### src/rtl/countdown_timer.sv
// countdown_timer: day/hr/min/sec down-counter with load port, pause and expiry pulse.
// Optional build macro TIMER_AUTO_RELOAD_EN: on expiry restart from the last loaded value.
module countdown_timer #(
   parameter int TICK_DIV = 1,
   parameter int MAX_DAYS = 31
) (
   input  logic       clk,
   input  logic       rst,
   input  logic       load_valid,
   output logic       load_ready,
   input  logic [4:0] load_day,
   input  logic [4:0] load_hrs,
   input  logic [5:0] load_min,
   input  logic [5:0] load_sec,
   output logic       load_err,
   input  logic       start,
   input  logic       pause,
   input  logic       clear,
   output logic [4:0] day,
   output logic [4:0] hrs,
   output logic [5:0] min,
   output logic [5:0] sec,
   output logic       busy,
   output logic       expired
);

   localparam int PW = (TICK_DIV > 1) ? $clog2(TICK_DIV) : 1;
   localparam logic [PW-1:0] PRE_RELOAD = PW'(TICK_DIV - 1);

   typedef enum logic [1:0] {
      S_IDLE,
      S_RUN,
      S_PAUSED,
      S_DONE
   } state_t;

   state_t        r_state;
   state_t        w_state_nxt;
   logic [4:0]    r_day, r_hrs;
   logic [5:0]    r_min, r_sec;
   logic [4:0]    w_day_nxt, w_hrs_nxt;
   logic [5:0]    w_min_nxt, w_sec_nxt;
   logic [PW-1:0] r_pre, w_pre_nxt;
   logic          r_expired, w_exp_nxt;
   logic          r_load_err, w_err_nxt;

`ifdef TIMER_AUTO_RELOAD_EN
   logic [4:0]    r_rl_day, r_rl_hrs;
   logic [5:0]    r_rl_min, r_rl_sec;
   logic [4:0]    w_rl_day_nxt, w_rl_hrs_nxt;
   logic [5:0]    w_rl_min_nxt, w_rl_sec_nxt;
   logic          w_rl_nz;
   assign w_rl_nz = |{r_rl_day, r_rl_hrs, r_rl_min, r_rl_sec};
`endif

   logic       w_day_ok;
   logic       w_load_ok;
   logic       w_fire;
   logic       w_nonzero;
   logic       w_le1;
   logic       w_bmin, w_bhrs, w_bday;
   logic [4:0] w_dec_day, w_dec_hrs;
   logic [5:0] w_dec_min, w_dec_sec;

   // A 5-bit day field can never exceed 31, so only a smaller limit needs a compare
   if (MAX_DAYS >= 31) begin : g_day_all
      assign w_day_ok = 1'b1;
   end else begin : g_day_lim
      assign w_day_ok = (load_day <= 5'(MAX_DAYS));
   end

   assign w_load_ok = w_day_ok && (load_hrs <= 5'd23) &&
                      (load_min <= 6'd59) && (load_sec <= 6'd59);
   assign load_ready = (r_state != S_RUN);
   assign w_fire     = load_valid && load_ready;
   assign w_nonzero  = |{r_day, r_hrs, r_min, r_sec};
   assign w_le1      = ({r_day, r_hrs, r_min, r_sec[5:1]} == '0);

   // Borrow chain sec -> min -> hrs -> day for one decrement
   always_comb begin
      w_bmin    = (r_sec == 6'd0);
      w_bhrs    = w_bmin && (r_min == 6'd0);
      w_bday    = w_bhrs && (r_hrs == 5'd0);
      w_dec_sec = w_bmin ? 6'd59 : r_sec - 6'd1;
      w_dec_min = r_min;
      if (w_bmin) w_dec_min = (r_min == 6'd0) ? 6'd59 : r_min - 6'd1;
      w_dec_hrs = r_hrs;
      if (w_bhrs) w_dec_hrs = (r_hrs == 5'd0) ? 5'd23 : r_hrs - 5'd1;
      w_dec_day = w_bday ? r_day - 5'd1 : r_day;
   end

   // Next state and datapath: clear > load > pause > start > tick
   always_comb begin
      w_state_nxt = r_state;
      w_day_nxt   = r_day;
      w_hrs_nxt   = r_hrs;
      w_min_nxt   = r_min;
      w_sec_nxt   = r_sec;
      w_pre_nxt   = r_pre;
      w_exp_nxt   = 1'b0;
      w_err_nxt   = 1'b0;
`ifdef TIMER_AUTO_RELOAD_EN
      w_rl_day_nxt = r_rl_day;
      w_rl_hrs_nxt = r_rl_hrs;
      w_rl_min_nxt = r_rl_min;
      w_rl_sec_nxt = r_rl_sec;
`endif
      if (clear) begin
         w_state_nxt = S_IDLE;
         w_day_nxt   = '0;
         w_hrs_nxt   = '0;
         w_min_nxt   = '0;
         w_sec_nxt   = '0;
         w_pre_nxt   = PRE_RELOAD;
      end else if (w_fire) begin
         if (w_load_ok) begin
            w_state_nxt = S_IDLE;
            w_day_nxt   = load_day;
            w_hrs_nxt   = load_hrs;
            w_min_nxt   = load_min;
            w_sec_nxt   = load_sec;
`ifdef TIMER_AUTO_RELOAD_EN
            w_rl_day_nxt = load_day;
            w_rl_hrs_nxt = load_hrs;
            w_rl_min_nxt = load_min;
            w_rl_sec_nxt = load_sec;
`endif
         end else begin
            w_err_nxt = 1'b1;
         end
      end else if (r_state == S_RUN) begin
         // The prescaler keeps running on the pause edge; only the tick is dropped
         if (r_pre != '0) begin
            w_pre_nxt = r_pre - PW'(1);
         end else begin
            w_pre_nxt = PRE_RELOAD;
            if (!pause) begin
               if (w_le1) begin
                  w_exp_nxt   = 1'b1;
                  w_state_nxt = S_DONE;
                  w_day_nxt   = '0;
                  w_hrs_nxt   = '0;
                  w_min_nxt   = '0;
                  w_sec_nxt   = '0;
`ifdef TIMER_AUTO_RELOAD_EN
                  if (w_rl_nz) begin
                     w_state_nxt = S_RUN;
                     w_day_nxt   = r_rl_day;
                     w_hrs_nxt   = r_rl_hrs;
                     w_min_nxt   = r_rl_min;
                     w_sec_nxt   = r_rl_sec;
                  end
`endif
               end else begin
                  w_day_nxt = w_dec_day;
                  w_hrs_nxt = w_dec_hrs;
                  w_min_nxt = w_dec_min;
                  w_sec_nxt = w_dec_sec;
               end
            end
         end
         if (pause) w_state_nxt = S_PAUSED;
      end else if (!pause && start && w_nonzero &&
                   (r_state == S_IDLE || r_state == S_PAUSED)) begin
         w_state_nxt = S_RUN;
         if (r_state == S_IDLE) w_pre_nxt = PRE_RELOAD;
      end
   end

   // State, counts, prescaler and pulse registers
   always_ff @(posedge clk or posedge rst) begin
      if (rst) begin
         r_state    <= S_IDLE;
         r_day      <= '0;
         r_hrs      <= '0;
         r_min      <= '0;
         r_sec      <= '0;
         r_pre      <= PRE_RELOAD;
         r_expired  <= 1'b0;
         r_load_err <= 1'b0;
      end else begin
         r_state    <= w_state_nxt;
         r_day      <= w_day_nxt;
         r_hrs      <= w_hrs_nxt;
         r_min      <= w_min_nxt;
         r_sec      <= w_sec_nxt;
         r_pre      <= w_pre_nxt;
         r_expired  <= w_exp_nxt;
         r_load_err <= w_err_nxt;
      end
   end

`ifdef TIMER_AUTO_RELOAD_EN
   // Reload copy of the last accepted load; survives clear
   always_ff @(posedge clk or posedge rst) begin
      if (rst) begin
         r_rl_day <= '0;
         r_rl_hrs <= '0;
         r_rl_min <= '0;
         r_rl_sec <= '0;
      end else begin
         r_rl_day <= w_rl_day_nxt;
         r_rl_hrs <= w_rl_hrs_nxt;
         r_rl_min <= w_rl_min_nxt;
         r_rl_sec <= w_rl_sec_nxt;
      end
   end
`endif

   assign day      = r_day;
   assign hrs      = r_hrs;
   assign min      = r_min;
   assign sec      = r_sec;
   assign busy     = (r_state == S_RUN);
   assign expired  = r_expired;
   assign load_err = r_load_err;

endmodule

### config.mk
export PLATFORM = sky130hd
export DESIGN_NAME = countdown_timer
export DESIGN_NICKNAME = d
export VERILOG_FILES = /design/src/rtl/countdown_timer.sv
export SDC_FILE = /design/constraint.sdc
export NUM_CORES = 1
export LEC_CHECK = 0
export ABC_AREA = 0
export CAP_MARGIN = 20
export CORE_MARGIN = 5
export CORE_UTILIZATION = 43
export CTS_CLUSTER_DIAMETER = 50
export DETAILED_ROUTE_END_ITERATION = 10
export PLACE_DENSITY = 0.85
export SETUP_SLACK_MARGIN = 0.05
export SYNTH_ARGS = -nofsm -noshare
export SYNTH_HDL_FRONTEND = slang
export SYNTH_SLANG_ARGS = --single-unit
### constraint.sdc
create_clock -name clk -period 2.4 [get_ports clk]
set_input_delay 0.24 -clock clk [delete_from_list [all_inputs] [get_ports clk]]
set_output_delay 0.24 -clock clk [all_outputs]
set_load 0.05 [all_outputs]
Word level (Yosys, flattened, before mapping)
Cells that the tools add are included.
- $add $sub $neg: 5
- multiply operators: 0
- div/mod/pow operators: 0
- $lt $le $gt $ge: 3
- equal/unequal tests: 9
- shift operators: 0
- muxes and demuxes: 57
- bitwise operators: 0
- reductions and logical operators: 29
- operators with widths (cell ; number):
    $mux W6 ; 17
    $mux W5 ; 17
    $reduce_or A22 Y1 ; 1
    $logic_not A21 Y1 ; 1
    $mux W2 ; 8
    $reduce_bool A4 Y1 ; 4
    $mux W1 ; 15
    $reduce_and A5 Y1 ; 3
    $le A6 B6 Y1 const B ; 2
    $logic_not A6 Y1 ; 2
    $sub A6 B1 Y6 const B ; 2
    $sub A5 B1 Y5 const B ; 2
    $reduce_bool A3 Y1 ; 3
    $logic_and A1 B1 Y1 ; 8
    $reduce_and A4 Y1 ; 2
    $le A5 B5 Y1 const B ; 1
    $logic_not A5 Y1 ; 1
    $ne A5 B3 Y1 const B ; 1
    $ne A5 B4 Y1 const B ; 1
    $ne A3 B1 Y1 const B ; 1
    $ne A3 B2 Y1 const B ; 1
    $ne A3 B3 Y1 const B ; 1
    $reduce_and A3 Y1 ; 1
    $eq A2 B1 Y1 const B ; 1
    other kinds (7) ; 7
- flip-flop bits (word level): 27
- bits in latches: 0
- RAM bits: 0
- bits in read-only memories: 0
- input bits: 28
- logic and storage cells: 111
- memories: 0

Logic depth before layout (Yosys ltp)
Gate-level depths: netlist of the first run.
- word-level depth: 10
- depth in mapped cells: 8

Worst setup path after synthesis of the first run
Ideal clock, no wire load.
- path kind: register to register
- start: reg r_day[0], in the netlist day[0]
- end: reg r_state[0]
- arrival time: 2.555 ns
- slack: -0.280 ns
- stages on the path, launching flop included: 8
- clock period less this slack: 2.680 ns
- path through: dfrtp_1 inv_1 ha_1 or4b_4 or4b_4 o21a_1 o21ai_2 mux2_4
- longest elaborated chain between the ends: 5
- ends and longest elaborated chain (item ; RTL line ; RTL):
    start: declaration ; 39 ; logic [4:0] r_day, r_hrs;
    start signal: assignment ; 183 ; r_day <= w_day_nxt;
    $reduce_or A22 Y1 ; 76 ; assign w_nonzero = |{r_day, r_hrs, r_min, r_sec};
    $logic_and A1 B1 Y1 (2 in series) ; 163 ; end else if (!pause && start && w_nonzero &&
    $reduce_bool A4 Y1 (no source line) ; - ;
    $reduce_and A4 Y1 (no source line) * ; - ;
    end signal: assignment ; 182 ; r_state <= w_state_nxt;
    end: declaration ; 37 ; state_t r_state;
Mark *: on every way between the ends. The rest lies on a longest branch, timed or not.
A chain may end at the register's enable or synchronous reset.

Final worst setup path of the first run
Ends and elaborated chain as after synthesis.

==> impl_metrics.toml, run 1 <==
[outcome]
status = "finished with violations"
violations = "negative setup slack"

[grt]
use_met1 = 0.263
track_usage = 0.212
grt_antenna_before_repair = 0
grt_pass1_vias = 1962
grt_pass1_wl_um = 9210
overflow = 0
grt.busiest_layer = "met2"
grt_max_degree = 27
grt_util_met2 = 0.366
gr-usage-met3 = 0.0387

[route]
drc = 0
drt-wirelength-per-cell_um = 18.2
vias = 1970
wl_um = 5860
drtIter0Drc = 198
ant_nets = 0
via_per_inst = 6.12
drtPass1Iterations = 4

[finish]
multiInputGateArea_um2 = 1220
diodes = 0
register_area_um2 = 653
area.growth.synth_to_final_pct = 53.7
drive_gt1_frac = 0.221
fin_nets = 307
design_area_um2 = 2780
fillers = 320

[synth]
synth_compound_area_frac = 0.339
syn_area_um2 = 1810
synth_top_family_by_area = "compound AO/OA/AOI/OAI gates"
synth_cell_types = 51
yosys_warnings = 0
synth-xor-area-share = 0.0436
muxShareOfSynthArea = 0.00830
synth_nets = 230
synthArstFlopShare = 1.00
synthAdderAreaFrac = 0.0415
ys_seq_area_frac = 0.360
ys_ff_latch = 26
ys.flop_type = "dfrtp_1"
synth.avg_cell_area_um2 = 9.22
synth-edff-count = 0
synth_cells = 196
yosys.area_share.simple = 0.165

[power]
seqPwrFrac = 0.185
peakVddDrop_mv = 1.09
power_frac_comb = 0.750
clock_power_share = 0.065
p_leak_nw = 1.17
power_density_nw_per_um2 = 1580
switching_share = 0.518
p_switching_mw = 2.28
p_int_mw = 2.12

[floorplan]
core_area_um2 = 4030
die_x_um = 74.8
die_h_um = 74.8
die-area_um2 = 5600
initial_core_util = 0.449
ioPinCount = 54
rows = 23

[clock_tree]
cts_tree = "yes"
clk_pin_slew_worst_paths_ps = 90
cts.sinks = 26
clk_path_buf_depth = 2
cts_root_buffer = "clkbuf_8"
clk_latency_ps = 270
htreeDepth = 1
numCtsBuffers = 3

[timing]
rsz0062_at_grt = "true"
drv_slew = 0
skew_ps = 3.81
setup_ws_ps = -12.2
holdWs_ps = 320
finalHoldViolCount = 0
timing.fmax_mhz = 415
slew_headroom = 0.652
finalSetupViolations = 4
min_period_ps = 2410
fin_crit_sh = 1.01
tightest_slew_ps = 520

[worst_setup_path]
cp_data_arrival_time_ps = 2580
slowest_stage = "or4b_4"
cp.depth = 7
crit_start = "day[0]"
worstPathRequired_ps = 2570
start_kind = "flip-flop"
critPathKind = "flip-flop to flip-flop"
rrSetupSlack_ps = -10
max_stage_delay_ps = 560
crit_family = "simple AND/OR/NAND/NOR gates"
r2r-end = "r_state[0]"
path_common_cell = "or4b_4"
r2r_cells = 7
r2r_start = "day[0]"
crit_chain = "inv_2 -> ha_4 -> or4b_4 -> or4b_4 -> o21a_1 -> o21ai_2 -> mux2_4"
path_buf_inv = 1
end_kind = "flip-flop"
cp_max_fo = 5
critPathCapture = "r_state[0]"

[hold_path]
hold_path_class = "input pin to async pin"

[placed_design]
portBuffers = 53
place_congestion = 0.929
hpwl_um = 4170
place_area_um2 = 2560

[flow_run]
max-cap-violations = 0
## per-layer routing
| layer | part of all wire | routed length [um] | vias up |
|---|---|---|---|
| met5 | 0 | 0 | - |
| met4 | 0.024 | 140 | 0 |
| met3 | 0.078 | 460 | 13 |
| met2 | 0.49 | 2900 | 93 |
| met1 | 0.40 | 2360 | 949 |
| li1 | - | - | 915 |
## tightest hold or removal path, stage by stage
cell             delay [ps]
clkdlybuf4s50_1         390
inv_1                    50
buf_4                   310
## worst min path at each step
| stage | slack [ps] | start | end | cells after the start |
|---|---|---|---|---|
| 3_3_place_gp | 520 | r_state[1] | r_state[1] | 2 |
| 4_1_cts | 330 | rst | min[5] | 3 |
| 3_5_place_dp | 520 | r_state[1] | r_state[1] | 2 |
| 5_1_grt | 370 | rst | expired | 3 |
| 2_1_floorplan | 280 | rst | day[2] | 1 |
| 6_report | 320 | rst | r_state[0] | 3 |
## stage by stage
stage | setup slack, ps | std cells | TNS, ps | power, mW | utilization
final | -12.2 | 322 | -27.0 | 4.40 | 0.690
after global routing | -76.4 | 322 | -545 | 4.68 | 0.690
after CTS | 24.1 | 321 | 0 | 4.19 | 0.666
after detailed placement | -21.4 | 312 | -72.0 | 3.80 | 0.636
after global placement | 1.80 | 312 | 0 | 3.75 | 0.636
after floorplan | -159 | 196 | -1300 | 2.68 | -
## synth_stat cells (3+ instances only)
| library cell | number | share of area |
|---|---|---|
| a211oi_1 | 3 | 0.012 |
| a21oi_1 | 10 | 0.028 |
| a22o_1 | 11 | 0.053 |
| a22oi_1 | 5 | 0.021 |
| and3_1 | 6 | 0.021 |
| clkbuf_1 | 5 | 0.010 |
| dfrtp_1 | 26 | 0.36 |
| ha_1 | 6 | 0.042 |
| inv_1 | 13 | 0.027 |
| nand2_1 | 14 | 0.029 |
| nand2b_1 | 3 | 0.010 |
| nand4_1 | 3 | 0.010 |
| nor2_1 | 8 | 0.017 |
| nor3_1 | 8 | 0.022 |
| o211ai_1 | 4 | 0.017 |
| o21ai_0 | 7 | 0.019 |
| o21ai_1 | 3 | 0.0083 |
| o21ai_2 | 3 | 0.015 |
| o2bb2ai_1 | 8 | 0.039 |
| xnor2_1 | 3 | 0.015 |
| xor2_1 | 6 | 0.029 |
## layout by cell type (no fill, tap or decap), types with 3 or more instances in the layout
master / count
nor3_1: 8
nand2_1: 14
nand4_1: 3
nor2_1: 8
o21ai_2: 4
a211oi_1: 3
ha_1: 5
a21oi_1: 8
a22oi_1: 5
o21ai_4: 3
and3_1: 6
xor2_1: 6
nand2b_1: 3
inv_1: 11
dfrtp_1: 24
o21ai_0: 7
buf_4: 24
clkbuf_8: 4
o2bb2ai_2: 6
o211ai_1: 4
clkdlybuf4s50_1: 53
a22o_1: 11
xnor2_1: 3
## final cells by class
cell class,instances,area share
multi-input combinational,150,0.438
timing repair buffer,79,0.267
sequential,26,0.235
tap,50,0.0225
clock buffer,4,0.0198
inverter,13,0.0176
## sequential cells by signal, indices dropped and copies added (netlist names)
name and cells:
r_state 2, sec 6, hrs 5, day 5, min 6, expired 1, load_err 1
## kinds of logic after synthesis
family / Yosys count
compound gates: 80
simple gates: 54
flops: 26
buf+inv: 20
xor+xnor: 9
fa+ha+maj: 6
mux: 1
## repair_timing
action / 4_1_cts / 5_1_grt
setup endpoints to repair: 18 / 20
resized for setup: 4 / 15
pin swaps: 6 / 7
hold buffers: 0 / 0
setup buffers: 5 / 1
## power groups by stage
stage / sequential, mW / combinational (mW) / clock [mW]
after floorplan: 1.25 / 1.42 / 0
after global placement: 0.801 / 2.95 / 0
after detailed placement: 0.807 / 2.99 / 0
after CTS: 0.799 / 3.10 / 0.288
after global routing: 0.837 / 3.54 / 0.304
final: 0.813 / 3.30 / 0.287
Note: power is estimated with default switching activity, not from simulation.
==> run 2, diff against run 1 <==
--- a/config.mk
+++ b/config.mk
@@ -11,8 +11,9 @@
 export CORE_UTILIZATION = 43
 export CTS_CLUSTER_DIAMETER = 50
 export DETAILED_ROUTE_END_ITERATION = 10
-export PLACE_DENSITY = 0.85
+export PLACE_DENSITY = 0.77
 export SETUP_SLACK_MARGIN = 0.05
+export SLEW_MARGIN = 15
 export SYNTH_ARGS = -nofsm -noshare
 export SYNTH_HDL_FRONTEND = slang
 export SYNTH_SLANG_ARGS = --single-unit
==> run 2 against run 1 <==
- the run still ends with negative setup slack left
- clock power is 2% higher
- combinational power about the same
- clock-buffer cell count unchanged
- largest power group unchanged
- critical endpoint unchanged
==> impl_metrics.toml, run 2 (synthesized netlist as in run 1, its figures left out) <==
[timing]
rsz0062_at_grt = "true"
drv_slew = 0
skew_ps = 4.68
finalSetupViolations = 1
fin_crit_sh = 1.00
min_period_ps = 2400
timing.fmax_mhz = 416
tightest_slew_ps = 504
slew_headroom = 0.663
tns_ps = -1.00
finalHoldViolCount = 0
setup_ws_ps = -1.00

[route]
drtPass1Iterations = 4
via_per_inst = 5.90
ant_nets = 0
drt-wirelength-per-cell_um = 17.5
wl_um = 5680
drc = 0
vias = 1918
drtIter0Drc = 158

[finish]
diodes = 0
fin_nets = 310
final_cell_mix = "clkdlybuf4s50_1 (53), buf_4 (26), dfrtp_1 (24)"
area.growth.synth_to_final_pct = 55.6
final_common_cell = "clkdlybuf4s50_1"
drive_gt1_frac = 0.233
final_core_util = 0.698

[floorplan]
die-area_um2 = 5600
initial_core_util = 0.449
core_area_um2 = 4030
die_h_um = 74.8
rows = 23
die_x_um = 74.8
ioPinCount = 54

[grt]
grt_pass1_wl_um = 9200
overflow = 0
grt_antenna_before_repair = 0
track_usage = 0.211
grt_max_degree = 27
grt_pass1_vias = 1926

[worst_setup_path]
r2r_start = "day[0]"
slowest_stage = "or4b_4"
crit_chain = "inv_2 -> ha_4 -> or4b_4 -> or4b_4 -> o21a_1 -> o21ai_2 -> mux2_4"
worstPathRequired_ps = 2570
critPathKind = "flip-flop to flip-flop"
crit_start = "day[0]"
cp_max_fo = 5
cp_data_arrival_time_ps = 2570
rrSetupSlack_ps = -1
r2r_cells = 7
r2r-end = "r_state[0]"
start_kind = "flip-flop"
path_common_cell = "or4b_4"
end_kind = "flip-flop"
max_stage_delay_ps = 550

[power]
peakVddDrop_mv = 1.23
p_leak_nw = 1.19
power_density_nw_per_um2 = 1580
finalPower_mw = 4.43

[placed_design]
place_ws_ps = -26.8
hpwl_um = 4250
place_congestion = 0.885
portBuffers = 53

[clock_tree]
clk_latency_ps = 280
clk_pin_slew_worst_paths_ps = 90
htreeDepth = 1
numCtsBuffers = 3
hold_buffers = 0
cts_tree = "yes"
cts_root_buffer = "clkbuf_8"
clk_path_buf_depth = 2
cts.sinks = 26

[outcome]
status = "finished with violations"
violations = "negative setup slack"

[flow_run]
max-cap-violations = 0

[hold_path]
hold_path_class = "input pin to async pin"
## run 2: changes by cell type in the layout (fill, tap and decap cells not counted), sizes merged
cell,delta
buf,+3
## run 2: how the worst max path moves through the flow
stage                     slack (ps)          to  cells past startpoint
final                             -1  r_state[0]                      7
after global routing             -60  r_state[0]                      7
after CTS                         10      min[1]                      8
after detailed placement         -30      day[0]                      8
after global placement            20  r_state[0]                      7
after floorplan                 -160  r_state[0]                      7
## run 2: area by class of cell
cell class	instances	area (um^2)
well taps	50	62.6
inverters	13	48.8
repair buffers	82	772
clock buffers	4	55.1
flip-flops and latches	26	653
multi-input cells	150	1220
fillers	328	1210
## run 2: per-stage QoR
stage / hold slack, ps / instance area (um^2) / instances
2_1_floorplan: 280 / 1850 / 196
6_report: 314 / 2810 / 325
3_3_place_gp: 531 / 2590 / 316
3_5_place_dp: 524 / 2590 / 316
5_1_grt: 355 / 2810 / 325
4_1_cts: 334 / 2710 / 322
## run 2: power by group
group          switching, mW  internal, mW
Sequential             0.218         0.594
Combinational           1.91          1.42
Clock                  0.146         0.147
## run 2: worst max-delay path: cells and delay by family (launching register included)
kind / cells / cell delay (ps)
fa+ha+maj: 1 / 120
simple gates: 2 / 1010
buf+inv: 1 / 70
compound gates: 2 / 360
mux: 1 / 310
flops: 1 / 420
## run 2: timing repair
| action | 4_1_cts | 5_1_grt |
|---|---|---|
| pin swaps | 4 | 7 |
| buffers inserted | 2 | 3 |
| gates resized for setup | 9 | 13 |
| endpoints found under the setup margin | 18 | 20 |
| hold endpoints to repair | 0 | 0 |
## run 2: routing by layer
layer,share of wire,global-route usage,vias up
met5,0,0,-
met4,0.0063,0.0474,0
met3,0.056,0.0267,5
met2,0.51,0.357,60
met1,0.42,0.288,936
li1,-,-,917
==> run 3, diff against run 2 <==
--- a/config.mk
+++ b/config.mk
@@ -7,11 +7,13 @@
 export LEC_CHECK = 0
 export ABC_AREA = 0
 export CAP_MARGIN = 20
+export CELL_PAD_IN_SITES_DETAIL_PLACEMENT = 2
+export CELL_PAD_IN_SITES_GLOBAL_PLACEMENT = 2
 export CORE_MARGIN = 5
-export CORE_UTILIZATION = 43
+export CORE_UTILIZATION = 25
 export CTS_CLUSTER_DIAMETER = 50
 export DETAILED_ROUTE_END_ITERATION = 10
-export PLACE_DENSITY = 0.77
+export PLACE_DENSITY_LB_ADDON = 0.1
 export SETUP_SLACK_MARGIN = 0.05
 export SLEW_MARGIN = 15
 export SYNTH_ARGS = -nofsm -noshare
==> run 3 against run 2 <==
- the run still ends with negative setup slack left
- largest power group unchanged
- via count is 3.6% higher
- total power is 3.3% higher
- sequential power is 6.3% lower
- first-iteration DRC count is 75% lower
- worst hold slack worse by 52 ps
- clock-buffer cell count stayed put
- combinational power is 6.3% higher
- worst setup slack worse by 37 ps
- sequential share of layout area is 0.94 points lower
- critical path type unchanged
==> impl_metrics.toml, run 3 (synthesized netlist as in run 1, its figures left out) <==
[floorplan]
die-area_um2 = 9030
initial_core_util = 0.253
die_x_um = 95.0
die_h_um = 95.0
rows = 31
core_area_um2 = 7140
ioPinCount = 54

[clock_tree]
cts_root_buffer = "clkbuf_8"
numCtsBuffers = 3
cts_tree = "yes"
clk_pin_slew_worst_paths_ps = 110
cts.sinks = 26
hold_buffers = 0
clk_latency_ps = 280
clk_path_buf_depth = 2
htreeDepth = 1

[route]
drtIter0Drc = 40
drtPass1Iterations = 4
drc = 0
wl_um = 7420
vias = 1987
drt-wirelength-per-cell_um = 19.3
via_per_inst = 5.16
ant_nets = 0

[timing]
holdWs_ps = 262
min_period_ps = 2440
slew_headroom = 0.661
drv_slew = 0
skew_ps = 8.85
tightest_slew_ps = 507
rsz0062_at_grt = "true"
setup_ws_ps = -38.5
timing.fmax_mhz = 410
finalHoldViolCount = 0
finalSetupViolations = 6
fin_crit_sh = 1.02

[power]
peakVddDrop_mv = 0.618
p_leak_nw = 1.23
power_density_nw_per_um2 = 1560

[placed_design]
place_area_um2 = 2730
portBuffers = 53
place_congestion = 0.719
hpwl_um = 5680

[finish]
drive_gt1_frac = 0.245
final_core_util = 0.411
final_cell_mix = "clkdlybuf4s50_1 (53), buf_4 (36), dfrtp_1 (24)"
area.growth.synth_to_final_pct = 62.2
final_common_cell = "clkdlybuf4s50_1"
fin_nets = 321
diodes = 0
design_area_um2 = 2930

[worst_setup_path]
crit_chain = "inv_2 -> ha_4 -> or4b_4 -> or4b_4 -> o21ai_0 -> buf_4 -> o21ai_0 -> a22o_1"
critPathKind = "flip-flop to flip-flop"
crit_family = "simple AND/OR/NAND/NOR gates"
max_stage_delay_ps = 560
cp_data_arrival_time_ps = 2610
worstPathRequired_ps = 2580
start_kind = "flip-flop"
path_buf_inv = 2
cp_max_fo = 5
end_kind = "flip-flop"
slowest_stage = "or4b_4"

[grt]
grt_pass1_wl_um = 11900
grt_antenna_before_repair = 0
overflow = 0
grt_max_degree = 29
track_usage = 0.169
grt_pass1_vias = 2226

[outcome]
violations = "negative setup slack"
status = "finished with violations"

[flow_run]
max-cap-violations = 0

[hold_path]
hold_path_class = "input pin to async pin"
-- run 3: metrics by stage --
stage,std cells,worst slack [ps],setup TNS (ps),power (mW)
finish,385,-38.5,-153,4.58
global route,385,-159,-1410,4.91
CTS,384,-57.2,-57.2,4.49
detailed placement,375,-85.6,-606,4.03
global placement,375,-49.9,-120,4.01
floorplan,196,-159,-1300,2.68
-- run 3: final cells by class --
cell class / instances / area [um^2]
multi-input combinational: 150 / 1200
fill: 806 / 4200
clock buffer: 4 / 45.0
sequential: 26 / 653
timing repair buffer: 93 / 858
inverter: 13 / 48.8
tap: 99 / 124
-- run 3: repair_timing --
action,in CTS,in global routing
buffers inserted,5,1
endpoints found under the setup margin,20,21
resized for setup,14,6
pin swaps,9,8
-- run 3: worst paths after layout --
check / start / to / slack (ps) / cells after the start
max in group asynchronous: rst / hrs[2] / 1940 / 3
worst max-delay path: day[1] / min[1] / -40 / 8
worst min-delay path: rst / sec[4] / 260 / 3
worst min register to register: r_state[1] / r_state[1] / 560 / 2
worst max register to register: day[1] / min[1] / -40 / 8
min in group clk: r_state[1] / r_state[1] / 560 / 2
-- run 3: per-layer routing --
layer  GRT usage  wire (um)  up-vias
li1            -          -      939
met1       0.225       3510     1004
met2       0.295       3630       40
met3      0.0205        202        4
met4      0.0325         67        0
met5           0          0        -
-- run 3: worst register-to-register path: stages, from the launching register on --
cell	delay, ps
dfrtp_2	440
inv_2	80
ha_4	120
or4b_4	450
or4b_4	560
o21ai_0	270
buf_4	180
o21ai_0	70
a22o_1	180
-- run 3: report_power, final --
part           internal (mW)  switching (mW)
clock network          0.120           0.162
registers              0.594           0.167
logic                   1.47            2.06
total                   2.19            2.39
